File: config.mk
export PLATFORM = sky130hd
export DESIGN_NAME = countdown_timer_flat
export DESIGN_NICKNAME = d
export VERILOG_FILES = /design/src/rtl/countdown_timer_if.sv /design/src/rtl/countdown_timer.sv /design/src/flat_wrapper.sv
export SDC_FILE = /design/constraint.sdc
export NUM_CORES = 1
export LEC_CHECK = 0
export ABC_AREA = 1
export BUFFER_PORTS_ARGS = -buffer_cell sky130_fd_sc_hd__buf_2
export CAP_MARGIN = 20
export CORE_UTILIZATION = 55
export CTS_CLUSTER_DIAMETER = 60
export DETAILED_ROUTE_END_ITERATION = 6
export PLACE_DENSITY_LB_ADDON = 0.12
export SYNTH_ARGS = -nofsm -noshare
export SYNTH_HDL_FRONTEND = slang
export SYNTH_SLANG_ARGS = --single-unit
File: constraint.sdc
create_clock -name clk -period 2.75 [get_ports clk]
set_input_delay 0.55 -clock clk [delete_from_list [all_inputs] [get_ports clk]]
set_output_delay 0.55 -clock clk [all_outputs]
set_load 0.02 [all_outputs]
File: src/rtl/countdown_timer_if.sv
// -----------------------------------------------------------------------------
// countdown_timer_if
// Control/status bundle between a controller (software bridge or parent FSM)
// and countdown_timer. The clock and reset are kept as plain ports on the
// timer and are not part of this bundle.
//
// Signals:
//   load        controller -> timer  capture load_val into count and reload reg
//   load_val    controller -> timer  value captured on load
//   start       controller -> timer  begin or resume counting
//   stop        controller -> timer  pause counting, count held
//   enable      controller -> timer  decrement tick, honoured only while running
//   auto_reload controller -> timer  on expiry, reload and keep running
//   count       timer -> controller  current count (registered)
//   busy        timer -> controller  high while running (registered)
//   done        timer -> controller  one-cycle expiry pulse (registered)
// -----------------------------------------------------------------------------
interface countdown_timer_if #(
  parameter int WIDTH = 4
);
  logic             load;
  logic [WIDTH-1:0] load_val;
  logic             start;
  logic             stop;
  logic             enable;
  logic             auto_reload;
  logic [WIDTH-1:0] count;
  logic             busy;
  logic             done;

  // Controller side.
  modport master (
    output load, load_val, start, stop, enable, auto_reload,
    input  count, busy, done
  );

  // Timer side.
  modport slave (
    input  load, load_val, start, stop, enable, auto_reload,
    output count, busy, done
  );
endinterface

File: src/rtl/countdown_timer.sv
// -----------------------------------------------------------------------------
// countdown_timer
// Loadable down-counter with an IDLE/RUN/PAUSE control FSM. A terminal count
// is loaded, counting is started, and every enable tick while running
// decrements the count. Reaching zero raises a one-cycle done pulse and either
// returns to IDLE or, with auto_reload, restarts from the reload register.
//
// Ports:
//   clk  rising-edge clock
//   rst  asynchronous, active-low reset; clears count, reload register,
//        FSM, busy and done
//   t    countdown_timer_if.slave bundle (controls in, count/busy/done out)
//
// Control priority within one cycle: load > stop > start > enable.
// -----------------------------------------------------------------------------
module countdown_timer #(
  parameter int WIDTH = 4
) (
  input  logic                 clk,
  input  logic                 rst,
  countdown_timer_if.slave     t
);

  typedef enum logic [1:0] {
    IDLE  = 2'd0,
    RUN   = 2'd1,
    PAUSE = 2'd2
  } state_t;

  localparam logic [WIDTH-1:0] ONE = WIDTH'(1);

  state_t           state;
  logic [WIDTH-1:0] count_q;
  logic [WIDTH-1:0] rld_q;
  logic             busy_q;
  logic             done_q;

  always_ff @(posedge clk or negedge rst) begin
    if (!rst) begin
      state   <= IDLE;
      count_q <= '0;
      rld_q   <= '0;
      busy_q  <= 1'b0;
      done_q  <= 1'b0;
    end else begin
      // NOTE: non-blocking assignments throughout, so every branch reads the
      // pre-edge values of state and count_q regardless of statement order.
      // done is a pulse: cleared every cycle unless a branch below sets it.
      done_q <= 1'b0;

      if (t.load) begin
        // Loading aborts any run in progress and suppresses a coincident expiry.
        count_q <= t.load_val;
        rld_q   <= t.load_val;
        state   <= IDLE;
        busy_q  <= 1'b0;
      end else if (t.stop) begin
        if (state == RUN) begin
          state  <= PAUSE;
          busy_q <= 1'b0;
        end
      end else if (t.start && (state != RUN)) begin
        if (count_q != '0) begin
          state  <= RUN;
          busy_q <= 1'b1;
        end else begin
          // Zero-length timer: expire immediately without entering RUN.
          state  <= IDLE;
          busy_q <= 1'b0;
          done_q <= 1'b1;
        end
      end else if ((state == RUN) && t.enable) begin
        if (count_q > ONE) begin
          count_q <= count_q - ONE;
        end else if (count_q == ONE) begin
          done_q <= 1'b1;
          if (t.auto_reload && (rld_q != '0)) begin
            count_q <= rld_q;
          end else begin
            count_q <= '0;
            state   <= IDLE;
            busy_q  <= 1'b0;
          end
        end else begin
          // RUN is never entered with a zero count; recover to IDLE if it is.
          state  <= IDLE;
          busy_q <= 1'b0;
        end
      end
    end
  end

  assign t.count = count_q;
  assign t.busy  = busy_q;
  assign t.done  = done_q;

endmodule

File: src/flat_wrapper.sv
// flat-port wrapper written by rule: the top's interface ports become plain ports
module countdown_timer_flat 
#(
  parameter int WIDTH = 4
)
  (clk, rst, t_load, t_load_val, t_start, t_stop, t_enable, t_auto_reload, t_count, t_busy, t_done);
  countdown_timer_if #(.WIDTH(WIDTH)) t_i ();
  input  logic clk;
  input  logic rst;
  input wire logic [$bits(t_i.load)-1:0] t_load;
  input wire logic [$bits(t_i.load_val)-1:0] t_load_val;
  input wire logic [$bits(t_i.start)-1:0] t_start;
  input wire logic [$bits(t_i.stop)-1:0] t_stop;
  input wire logic [$bits(t_i.enable)-1:0] t_enable;
  input wire logic [$bits(t_i.auto_reload)-1:0] t_auto_reload;
  output wire logic [$bits(t_i.count)-1:0] t_count;
  output wire logic [$bits(t_i.busy)-1:0] t_busy;
  output wire logic [$bits(t_i.done)-1:0] t_done;
  assign t_i.load = t_load;
  assign t_i.load_val = t_load_val;
  assign t_i.start = t_start;
  assign t_i.stop = t_stop;
  assign t_i.enable = t_enable;
  assign t_i.auto_reload = t_auto_reload;
  assign t_count = t_i.count;
  assign t_busy = t_i.busy;
  assign t_done = t_i.done;
  countdown_timer #(.WIDTH(WIDTH)) u_core (.clk(clk), .rst(rst), .t(t_i));
endmodule
==> out/metrics.yaml <==
status: "finished, final reports clean"
wl_um: 1550
place_congestion: 0.922
reg2reg_from: "u_core.t.count[0]"
clk_path_buf_depth: 2
final_layout_size_suffix_gt1_share_pct: 21.4
boundaryPins: 17
worstPathRequired_ns: 2.20
hp-class: "in -> async"
num-fill-cells: 94
post_drt_wl_per_cell_um: 11.1
cts_tree: "done"
path_buf_inv: 1
crit_chain: "buf_2"
switchingPower_uw: 365
antenna_found_initial: 0
ys_types: 19
finalNetCount: 140
worst_pin_slew_ns: 0.265
end_kind: "output port"
die_h_um: 38.2
grt_pass1_vias: 709
power.share.sequential_pct: 32.4
rsz0062_at_grt: "no"
syn_avg_cell_area_um2: 6.74
multi_input_area_um2: 392
viasPerCell: 5.14
arrival_ns: 0.99
cp-start-kind: "flip-flop"
ant_nets: 0
place_area_um2: 807
hold_viol: 0
initial_core_util_pct: 62.3
min_period_ns: 1.54
postCtsHoldBufs: 0
skew_ns: 0.00324
ff2ff_path_depth: 7
worstReg2RegEnd: "u_core.t.count[2]"
postCtsSetupBuffers: 0
ctsResizeCount: 0
setup_tns_ns: 0
rrSetupSlack_ns: 1.25
slew_headroom_pct: 82.3
ys_ff_latch: 11
setup_viol: 0
critPathTopFamily: "flip-flops"
intPower_uw: 407
fin_util_pct: 72.1
powerDensity_nw_per_um2: 926
grt_pass1_wl_um: 2810
grt_max_degree: 14
comb_power_share_pct: 52.9
firstDrtPassIters: 4
synthCells: 107
seq_area_um2: 275
syn-num-nets: 120
finalCritPeriodShare_pct: 56.0
grtUsageTotal_pct: 28.8
io_buffer_count: 16
critPathKind: "reg -> out"
p_leak_nw: 0.492
cts.sinks: 11
slowest_stage: "dfrtp_1"
place.detailed.hpwl_um: 1180
max_freq_mhz: 650
yosysSeqAreaShare_pct: 38.2
cts-root-buf: "clkbuf_4"
grt_overflow: 0
final_cell_area_um2: 833
syn_to_final_growth_pct: 15.6
vias: 719
clock_power_share_pct: 14.7
worstSkewPairLatency_ns: 0.28
cap_violations: 0
swShare_pct: 47.3
syn_area_um2: 721
clk_pin_slew_ns: 0.07
critPathMaxStageDelay_ns: 0.49
ys.warnings.count: 0
dr.first_iter.drc_count: 11
htreeDepth: 1
n_antenna_cell: 0
core.rowCount: 12
fp.coreArea_um2: 1160
whs_ns: 0.134
dieArea_um2: 1460
die_x_um: 38.2
cp_max_fo: 6
ir_drop_mv: 0.572
numCtsBuffers: 3
drv_slew: 0
drc: 0
cells in the mapped netlist, drive strengths merged:
cell type	number	share of area, %
a31oi	1	0.87
and2	1	0.87
buf	1	1.6
clkinv	1	0.69
dfrtp	11	38
ha	2	3.5
inv	10	5.2
nand2	56	30
nand3	10	6.9
nand3b	1	1.6
nand4	1	0.87
nor2	9	6.1
nor3	1	0.69
o21ai	1	2.3
xnor2	1	1.2
sequential cells by signal, summed over array words and instances (netlist names):
signal	flops
u_core.state	2
u_core.t.done	1
u_core.rld_q	4
u_core.t.count	4
logic make-up after synthesis:
| logic type | Yosys count | share of synthesized area, % |
|---|---|---|
| buffers and inverters | 12 | 7.47 |
| XOR/XNOR | 1 | 1.22 |
| flip-flops | 11 | 38.2 |
| adder cells (fa/ha/maj) | 2 | 3.47 |
| AO/OA/AOI/OAI | 2 | 3.13 |
| AND/OR/NAND/NOR | 79 | 46.5 |
worst max-delay path by stage:
stage | startpoint | end | slack [ns] | depth (start not counted)
after global placement | t_load | u_core.t.count[2] | 1.19 | 7
after detailed placement | t_load | u_core.t.count[2] | 1.19 | 7
after global routing | u_core.t.count[0] | u_core.t.count[2] | 1.10 | 7
final | u_core.t.count[2] | t_count[2] | 1.21 | 1
after CTS | u_core.t.count[2] | t_count[2] | 1.21 | 1
after floorplan | u_core.t.count[0] | u_core.t.count[3] | 1.28 | 8
metal layers:
metal | GRT usage, % | wire length [um]
met1 | 31.9 | 680
met5 | 0 | 0
met4 | 17.9 | 61
met2 | 48.3 | 737
met3 | 7.56 | 70
power groups by stage:
stage,Combinational (mW),Clock [mW],Sequential [mW]
global route,0.458,0.126,0.254
floorplan,0.276,0,0.287
detailed placement,0.407,0,0.253
CTS,0.408,0.115,0.250
global placement,0.400,0,0.249
finish,0.408,0.114,0.250
per-stage QoR:
| stage | setup WS [ns] | total power [mW] | std cells |
|---|---|---|---|
| 5_1_grt | 1.10 | 0.838 | 140 |
| 3_3_place_gp | 1.19 | 0.650 | 136 |
| 3_5_place_dp | 1.19 | 0.660 | 136 |
| 6_report | 1.21 | 0.771 | 140 |
| 2_1_floorplan | 1.28 | 0.562 | 107 |
| 4_1_cts | 1.21 | 0.774 | 140 |
cell type report:
| cell class | count | area share (%) |
|---|---|---|
| multi-input combinational | 84 | 47.0 |
| timing repair buffer | 16 | 9.61 |
| inverter | 11 | 5.11 |
| tap | 14 | 2.10 |
| clock buffer | 4 | 3.15 |
| sequential | 11 | 33.0 |
layout by cell type, fill, tap and decap left out, types with 2 or more instances in the layout:
master    synthesis  layout
clkbuf_4          0       3
nor2_1            7       7
inv_2             2       2
ha_1              2       2
buf_2             0      16
dfrtp_1          11      11
inv_1             8       8
nand3_1          10      10
nand2_1          55      55
(Power assumes the default switching activity.)
